### config.mk
export PLATFORM = sky130hd
export DESIGN_NAME = upg_uart_loader
export DESIGN_NICKNAME = d
export VERILOG_FILES = /design/src/rtl/upg_pkg.sv /design/src/rtl/upg_word_packer.sv /design/src/rtl/upg_uart_loader.sv
export SDC_FILE = /design/constraint.sdc
export NUM_CORES = 1
export LEC_CHECK = 0
export ABC_CLOCK_PERIOD_IN_PS = 3200
export BUFFER_PORTS_ARGS = -buffer_cell sky130_fd_sc_hd__buf_2
export CELL_PAD_IN_SITES_DETAIL_PLACEMENT = 0
export CELL_PAD_IN_SITES_GLOBAL_PLACEMENT = 1
export CORE_MARGIN = 3
export CORE_UTILIZATION = 43
export DETAILED_ROUTE_END_ITERATION = 8
export PLACE_DENSITY = 0.83
export SLEW_MARGIN = 20
export SYNTH_ARGS = -nofsm -noshare
export SYNTH_HDL_FRONTEND = slang
export SYNTH_SLANG_ARGS = --single-unit
### constraint.sdc
create_clock -name upg_clk_i -period 3.2 [get_ports upg_clk_i]
set_input_delay 0.64 -clock upg_clk_i [delete_from_list [all_inputs] [get_ports upg_clk_i]]
set_output_delay 0.64 -clock upg_clk_i [all_outputs]
set_load 0.03 [all_outputs]
### src/rtl/upg_pkg.sv
// Shared types and constants for the UART upgrade loader (state encoding, frame geometry).
package upg_pkg;

  typedef enum logic [2:0] {
    HDR0,
    HDR1,
    DATA,
    CSUM,
    DONE,
    ERR
  } upg_state_e;

  localparam int HDR_BYTES      = 2;
  localparam int BYTES_PER_WORD = 4;

endpackage

### src/rtl/upg_word_packer.sv
// Collects four received bytes little-endian into a 32-bit word and pulses word_valid_o
// one cycle after the fourth byte; the word output holds until the next completed word.
module upg_word_packer
  import upg_pkg::*;
(
  input  logic        clk_i,
  input  logic        rst_i,
  input  logic        byte_valid_i,
  input  logic [7:0]  byte_i,
  output logic        last_lane_o,
  output logic        word_valid_o,
  output logic [31:0] word_o
);

  logic [1:0]  lane_q;
  logic [23:0] shift_q;
  logic [31:0] word_q;
  logic        word_valid_q;

  assign last_lane_o = (lane_q == 2'(BYTES_PER_WORD - 1));

  always_ff @(posedge clk_i) begin
    if (rst_i) begin
      lane_q       <= '0;
      shift_q      <= '0;
      word_q       <= '0;
      word_valid_q <= 1'b0;
    end else begin
      word_valid_q <= byte_valid_i && last_lane_o;
      if (byte_valid_i) begin
        lane_q <= lane_q + 2'd1;
        // Earlier bytes shift down so byte 0 ends up in bits [7:0].
        if (last_lane_o) begin
          word_q <= {byte_i, shift_q};
        end else begin
          shift_q <= {byte_i, shift_q[23:8]};
        end
      end
    end
  end

  assign word_valid_o = word_valid_q;
  assign word_o       = word_q;

endmodule

### src/rtl/upg_uart_loader.sv
// Parses one download frame (LE word count, LE data words) into program-memory writes.
// Define UPG_CHECKSUM_EN to require a trailing XOR checksum byte before DONE.
module upg_uart_loader
  import upg_pkg::*;
#(
  parameter int ADDR_W      = 14,
  parameter int TIMEOUT_CYC = 1000000
) (
  input  logic              upg_clk_i,
  input  logic              upg_rst_i,
  input  logic              rx_valid_i,
  input  logic [7:0]        rx_byte_i,
  output logic              upg_wen_o,
  output logic [ADDR_W-1:0] upg_adr_o,
  output logic [31:0]       upg_dat_o,
  output logic              upg_done_o,
  output logic              upg_err_o
);

  localparam int     TMO_W  = $clog2(TIMEOUT_CYC + 1);
  localparam int     WIDX_W = ADDR_W + 1;
  localparam longint MAX_N  = longint'(1) << ADDR_W;
`ifdef UPG_CHECKSUM_EN
  localparam upg_state_e POST_DATA = CSUM;
`else
  localparam upg_state_e POST_DATA = DONE;
`endif

  upg_state_e        state_q, state_d;
  logic [15:0]       count_q, count_d;
  logic [WIDX_W-1:0] widx_q, widx_d;
  logic [ADDR_W-1:0] adr_q, adr_d;
  logic [TMO_W-1:0]  tmo_q, tmo_d;
`ifdef UPG_CHECKSUM_EN
  logic [7:0]        acc_q, acc_d;
`endif

  logic        active;
  logic        tmo_hit;
  logic        last_lane;
  logic        word_valid;
  logic [31:0] word;
  logic [15:0] hdr_n;

  assign active  = (state_q == HDR1) || (state_q == DATA) || (state_q == CSUM);
  assign tmo_hit = active && !rx_valid_i && (tmo_q == TMO_W'(TIMEOUT_CYC - 1));
  assign hdr_n   = {rx_byte_i, count_q[7:0]};

  upg_word_packer u_packer (
    .clk_i        (upg_clk_i),
    .rst_i        (upg_rst_i),
    .byte_valid_i (rx_valid_i && (state_q == DATA)),
    .byte_i       (rx_byte_i),
    .last_lane_o  (last_lane),
    .word_valid_o (word_valid),
    .word_o       (word)
  );

  always_comb begin
    state_d = state_q;
    count_d = count_q;
    widx_d  = widx_q;
    adr_d   = adr_q;
`ifdef UPG_CHECKSUM_EN
    acc_d   = acc_q;
`endif
    if (rx_valid_i || !active) begin
      tmo_d = '0;
    end else begin
      tmo_d = tmo_q + TMO_W'(1);
    end

    case (state_q)
      HDR0: begin
        if (rx_valid_i) begin
          count_d[7:0] = rx_byte_i;
          state_d      = HDR1;
        end
      end
      HDR1: begin
        if (rx_valid_i) begin
          count_d[15:8] = rx_byte_i;
          if (longint'(hdr_n) > MAX_N) begin
            state_d = ERR;
          end else if (hdr_n == 16'd0) begin
            state_d = POST_DATA;
          end else begin
            state_d = DATA;
          end
        end
      end
      DATA: begin
        if (rx_valid_i) begin
`ifdef UPG_CHECKSUM_EN
          acc_d = acc_q ^ rx_byte_i;
`endif
          // Leave DATA on the last byte itself so a back-to-back checksum byte is not lost.
          if (last_lane) begin
            adr_d  = widx_q[ADDR_W-1:0];
            widx_d = widx_q + WIDX_W'(1);
            if (32'(widx_q) + 32'd1 == 32'(count_q)) begin
              state_d = POST_DATA;
            end
          end
        end
      end
`ifdef UPG_CHECKSUM_EN
      CSUM: begin
        if (rx_valid_i) begin
          state_d = (rx_byte_i == acc_q) ? DONE : ERR;
        end
      end
`endif
      default: begin
      end
    endcase

    if (tmo_hit) begin
      state_d = ERR;
    end
  end

  always_ff @(posedge upg_clk_i) begin
    if (upg_rst_i) begin
      state_q <= HDR0;
      count_q <= '0;
      widx_q  <= '0;
      adr_q   <= '0;
      tmo_q   <= '0;
`ifdef UPG_CHECKSUM_EN
      acc_q   <= '0;
`endif
    end else begin
      state_q <= state_d;
      count_q <= count_d;
      widx_q  <= widx_d;
      adr_q   <= adr_d;
      tmo_q   <= tmo_d;
`ifdef UPG_CHECKSUM_EN
      acc_q   <= acc_d;
`endif
    end
  end

  assign upg_wen_o  = word_valid;
  assign upg_adr_o  = adr_q;
  assign upg_dat_o  = word;
  assign upg_done_o = (state_q == DONE);
  assign upg_err_o  = (state_q == ERR);

endmodule

==> out/results.txt, run 1 <==
worst path cell trace - ha_1 -> xor2_1 -> a2111oi_0 -> nand3_1 -> nor4b_2 -> and4bb_1 -> nor2_1 -> a221oi_2
total core area - 0.01211 mm^2
fraction of registers with async set/reset - 0%
HP Class - reg -> reg
critical setup path kind - reg -> reg
biggest area consumer among synthesized cells - dfxtp_1
Setup crit end kind - flop
GRT overflow - 0
All-Layer GR Usage - 17.69%
Std-Cell Rows - 40
fin. max-slew vios - 0
top post-synthesis cells by count - 195 x nand2_1, 127 x dfxtp_1, 95 x a21oi_1
detailed placement HPWL - 8254 um
CTS root buffer - clkbuf_16
Starting Density - 44.26%
Placed Cells - 865
# DRC - 0
Avg Cell Area, Syn - 7.965 um^2
CTS clk-pin slew, worst paths - 0.05 ns
Netlist cell types - 51
final hold violation count - 0
share of the synthesized area in the top cell type - 47.43%
Via-to-Cell Ratio - 5.038
Synth warnings - 0
CTS Buffer Depth - 2
# fillers - 1203
Synth Cell Area - 0.005360 mm^2
CTS Buf Count - 17
cell with the most instances after synthesis - nand2_1
post_cts resized - 0
power per cell area - 594.2 mW/mm^2
CP max FO - 7
Setup Skew - 0.005681 ns
drt initial violations - 268
wire per inst - 13.43 um
largest net degree at the start of global routing - 58
Worst slew margin - 40.65%
post-CTS setup buffers - 0
CP max stage cell - a2111oi_0
Final ANT Viol Nets - 0
number of synthesized flops with an enable pin - 0
crit start category - flop
cells after synthesis - 673
CP required - 3.53 ns
Area Growth Syn to Fin - 18.91%
worst path bufs/invs - 0
Worst-Skew Late Latency - 0.42 ns
maximum VDD drop - 397.8 uV
top_reg_cell synth - dfxtp_1
layout cell share with drive strength beyond 1 - 15.36%
Die Y - 117.7 um
Vias - 4519
maximum clock rate - 0.3571 GHz
CP peak stage delay - 0.58 ns
period utilization - 87.50%
die area - 0.01384 mm^2
H-tree depth - 4
Worst Tran Pin Value - 0.8902 ns
Mapped Nets - 687
Seq/Total Area, Yosys - 47.43%
vias in the first global route - 4337
Ant. Diodes - 0
final cell count without fillers - 897
drt total wl - 12050 um
I/O pin count - 60
hold buffers post-CTS - 0
nets - 730
Tmin final - 2.800 ns
IO Port Bufs - 59
Die Wd - 117.7 um
final setup vio count - 0
Max Cap Viol - 0
setup TNS - 0 ns
first-pass GRT wire length - 20240 um
Post-DP Area - 0.005744 mm^2
CP delay by family, top - simple AND/OR/NAND/NOR gates
CTS Sinks - 127
Yosys reg bits - 127
CTS tree - yes
initial antenna violation count - 0
Post-Layout Inst Area - 0.006374 mm^2
crit path DAT - 3.13 ns
TritonRoute pass-1 iters - 4
status - finished, final reports clean
RSZ-0062 raised after global routing - no
Pleak - 2.324 nW
Placer Congestion - 0.8145
synth top area cells - dfxtp_1 47%, nand2_1 14%, a21oi_1 8.9%, xor2_1 3.8%, xnor2_1 3.4%
[layer usage]
layer	global-route usage, %	wire length, um	vias to the layer above
li1	-	-	2343
met1	23.40	5885	2058
met2	27.06	5339	99
met3	5.142	623	19
met4	7.399	199	0
met5	0	0	-
[power breakdown]
part / switching (mW) / internal, mW
Clock: 0.717 / 1.32
Sequential: 0.0194 / 1.60
Combinational: 0.0858 / 0.0467
[metrics by stage]
stage / setup slack [ns] / power, mW / hold slack (ns) / utilization (%)
after floorplan: 0.9742 / 1.741 / 0.4258 / -
after global placement: 0.4289 / 1.780 / 0.4372 / 47.43
after detailed placement: 0.3899 / 1.784 / 0.4446 / 47.43
after CTS: 0.3807 / 3.825 / 0.4522 / 52.62
after global routing: 0.2273 / 3.906 / 0.4670 / 52.62
final: 0.3999 / 3.787 / 0.4492 / 52.62
[final cells by class]
cell class                      instances  area (um^2)  share of cell area, %
Clock buffer                           18        439.2                  6.890
Clock inverter                         14        190.2                  2.984
Inverter                                7        26.28                 0.4122
Multi-Input combinational cell        497         2615                  41.03
Sequential cell                       127         2542                  39.89
Tap cell                              168        210.2                  3.298
Timing Repair Buffer                   66        350.3                  5.497
[cell families (layout without fill, tap and decap cells)]
kind of cell,count (synthesis),count (layout),synth area share [%]
simple gates,326,326,27.80
flops,127,127,47.43
compound gates,121,121,12.44
buf+inv,49,105,3.852
xor+xnor,44,44,7.190
fa+ha+maj,3,3,0.7004
mux,3,3,0.5836
[worst paths after layout]
kind,slack [ns],startpoint,end,cells after the start
max,0.40,widx_q[0],state_q[2],8
min,0.45,upg_adr_o[10],upg_adr_o[10],2
max reg2reg,0.40,widx_q[0],state_q[2],8
min reg2reg,0.45,upg_adr_o[10],upg_adr_o[10],2
[flip-flops by register name, indices dropped and copies added, names as in the netlist]
register               flops
u_packer.word_o           32
tmo_q                     20
count_q                   16
state_q                    3
u_packer.word_valid_o      1
upg_adr_o                 14
u_packer.shift_q          24
u_packer.lane_q            2
widx_q                    15
[layout by cell type, fill, tap and decap left out, types with 4 or more instances in the layout]
| cell type | instances |
|---|---|
| buf_4 | 8 |
| clkbuf_16 | 17 |
| o21ai_0 | 12 |
| and3_1 | 10 |
| nor2_1 | 42 |
| inv_1 | 7 |
| a21oi_1 | 95 |
| nor2b_1 | 4 |
| nand2_1 | 194 |
| bufinv_16 | 4 |
| nand3_1 | 16 |
| buf_2 | 58 |
| nor4_1 | 4 |
| xnor2_1 | 21 |
| and4_1 | 4 |
| nor3b_1 | 4 |
| nand4_1 | 10 |
| or3_1 | 6 |
| clkinvlp_4 | 5 |
| nor3_1 | 11 |
| xor2_1 | 23 |
| dfxtp_1 | 127 |
[worst reg2reg max path, stage by stage, from the launching register on]
cell	delay, ns
dfxtp_1	0.52
ha_1	0.33
xor2_1	0.17
a2111oi_0	0.58
nand3_1	0.19
nor4b_2	0.30
and4bb_1	0.28
nor2_1	0.08
a221oi_2	0.26
Power figures use the tool's default switching activity.
==> run 2: changes to the inputs <==
--- a/config.mk
+++ b/config.mk
@@ -6,12 +6,12 @@
 export NUM_CORES = 1
 export LEC_CHECK = 0
 export ABC_CLOCK_PERIOD_IN_PS = 3200
-export BUFFER_PORTS_ARGS = -buffer_cell sky130_fd_sc_hd__buf_2
 export CELL_PAD_IN_SITES_DETAIL_PLACEMENT = 0
 export CELL_PAD_IN_SITES_GLOBAL_PLACEMENT = 1
 export CORE_MARGIN = 3
-export CORE_UTILIZATION = 43
+export CORE_UTILIZATION = 47
 export DETAILED_ROUTE_END_ITERATION = 8
+export DONT_BUFFER_PORTS = 1
 export PLACE_DENSITY = 0.83
 export SLEW_MARGIN = 20
 export SYNTH_ARGS = -nofsm -noshare
==> constraint.sdc (replaced) <==
create_clock -name upg_clk_i -period 3.2 [get_ports upg_clk_i]
set_input_delay 0.64 -clock upg_clk_i [delete_from_list [all_inputs] [get_ports upg_clk_i]]
set_output_delay 0.64 -clock upg_clk_i [all_outputs]
set_load 0.01 [all_outputs]
==> run 2 against run 1 <==
  * Clock power fell by 13%
  * Routed wire length rose by 0.90%
  * Global-route usage rose by 1.9 points
  * Fmax rose by 13%
  * Sequential share of layout area rose by 2.9 points
  * Largest cell class unchanged
==> out/results.txt, run 2 (synthesis gave the netlist of run 1 again) <==
status - finished, final reports clean
# fillers - 1042
IO Port Bufs - 0
post-place setup slack - 0.7211 ns
clock power share - 50.9%
CTS Buf Count - 17
Setup WS post-layout - 0.7209 ns
maximum clock rate - 0.4034 GHz
Placer Congestion - 0.8472
net switching power - 0.7191 mW
HP Start - upg_rst_i
Worst slew margin - 34.74%
post-CTS setup buffers - 0
maximum VDD drop - 388.7 uV
Area Growth Syn to Fin - 10.88%
first-pass GRT wire length - 20240 um
crit start category - flop
combinational power share - 2.5%
Setup Skew - 0.005851 ns
CP max FO - 7
All-Layer GR Usage - 19.63%
Worst Tran Pin Value - 0.9714 ns
flop2flop setup slack - 0.72 ns
Ant. Diodes - 0
Starting Density - 48.80%
Max Cap Viol - 0
Worst-Skew Late Latency - 0.41 ns
Net Sw Frac - 20.66%
detailed placement HPWL - 8105 um
Die Y - 112.8 um
power per cell area - 585.6 mW/mm^2
post-layout util - 54.11%
Std-Cell Rows - 38
reg2reg path depth - 8
vias in the first global route - 4073
layout cell share with drive strength beyond 1 - 6.737%
Pleak - 1.975 nW
max reg flops - 32
worst hold slack - 0.2906 ns
setup TNS - 0 ns
I/O pin count - 60
largest net degree at the start of global routing - 110
GRT overflow - 0
TritonRoute pass-1 iters - 4
Setup crit end kind - flop
final setup vio count - 0
initial antenna violation count - 0
fin. max-slew vios - 0
RR Startpoint - widx_q[0]
Hold Path Sink - u_packer.word_o[30]
nets - 669
CTS clk-pin slew, worst paths - 0.05 ns
CTS root buffer - clkbuf_16
Vias - 4429
HP Class - in -> reg
sequential cell area - 0.002542 mm^2
hold buffers post-CTS - 0
wire per inst - 15.04 um
# DRC - 0
Die Wd - 112.8 um
register share of total power - 46.6%
Tmin final - 2.479 ns
Final ANT Viol Nets - 0
total core area - 0.01098 mm^2
critical setup path kind - reg -> reg
RSZ-0062 raised after global routing - no
drt total wl - 12160 um
most common cell after layout, fill and taps aside - nand2_1
internal power - 2.761 mW
final hold violation count - 0
CTS Buffer Depth - 2
crit path DAT - 2.81 ns
post_cts resized - 0
Via-to-Cell Ratio - 5.481
WHS Path Cells - 1
drt initial violations - 296
most frequent cells in the layout - 194 x nand2_1, 127 x dfxtp_1, 95 x a21oi_1
period utilization - 77.47%
CP required - 3.53 ns
CTS tree - yes
reg2reg end - state_q[2]
H-tree depth - 4
die area - 0.01272 mm^2
footprint of the multi-input gates - 0.002615 mm^2
CTS Sinks - 127
==> run 2: cell count changes in the layout (fill, tap and decap cells not counted) <==
| cell | delta |
|---|---|
| buf_2 | -58 |
| buf_4 | -3 |
| bufinv_16 | -3 |
| clkbuf_1 | +6 |
| clkbuf_8 | +2 |
| clkinv_2 | +1 |
| clkinv_4 | -1 |
| clkinvlp_4 | -4 |
| inv_6 | -1 |
==> run 2: power groups by stage <==
stage | Clock (mW) | Combinational, mW | Sequential [mW]
floorplan | 0 | 0.0950 | 1.64
global placement | 0 | 0.0862 | 1.65
detailed placement | 0 | 0.0882 | 1.65
CTS | 1.81 | 0.0885 | 1.62
global route | 1.88 | 0.100 | 1.62
finish | 1.77 | 0.0884 | 1.62
==> run 2: how the worst max path moves through the flow <==
stage               slack [ns]         end  cells after the start  startpoint
global placement          0.82  state_q[2]                      8   widx_q[0]
detailed placement        0.72  state_q[2]                      8   widx_q[0]
CTS                       0.70  state_q[2]                      8   widx_q[0]
finish                    0.72  state_q[2]                      8   widx_q[0]
global route              0.36  state_q[2]                      8   widx_q[0]
floorplan                 0.97  state_q[2]                      8   widx_q[0]
==> run 2: area by class of cell <==
cell class	count	area share, %
flip-flops and latches	127	42.78
clock inverters	6	0.9684
clock buffers	26	8.232
repair buffers	5	0.6316
well taps	140	2.947
multi-input cells	497	44.00
inverters	7	0.4421
==> run 2: critical path, stage by stage (launching register included) <==
cell      delay (ns)
dfxtp_1         0.48
ha_1            0.32
nand3_2         0.16
or3_1           0.38
a32o_1          0.23
nor4b_2         0.23
and4bb_1        0.26
nor2_1          0.07
a221oi_2        0.27
==> run 2: layer usage <==
metal | wire length (um) | global-route usage (%)
met5 | 0 | 0
met2 | 5565 | 29.90
met1 | 5597 | 25.95
met3 | 815 | 6.952
met4 | 177 | 6.731
==> run 2: metrics by stage <==
stage	area, um^2	power [mW]	std cells
floorplan	5360	1.738	673
finish	5943	3.480	808
global route	5943	3.598	808
CTS	5943	3.513	808
global placement	5396	1.738	776
detailed placement	5396	1.741	776
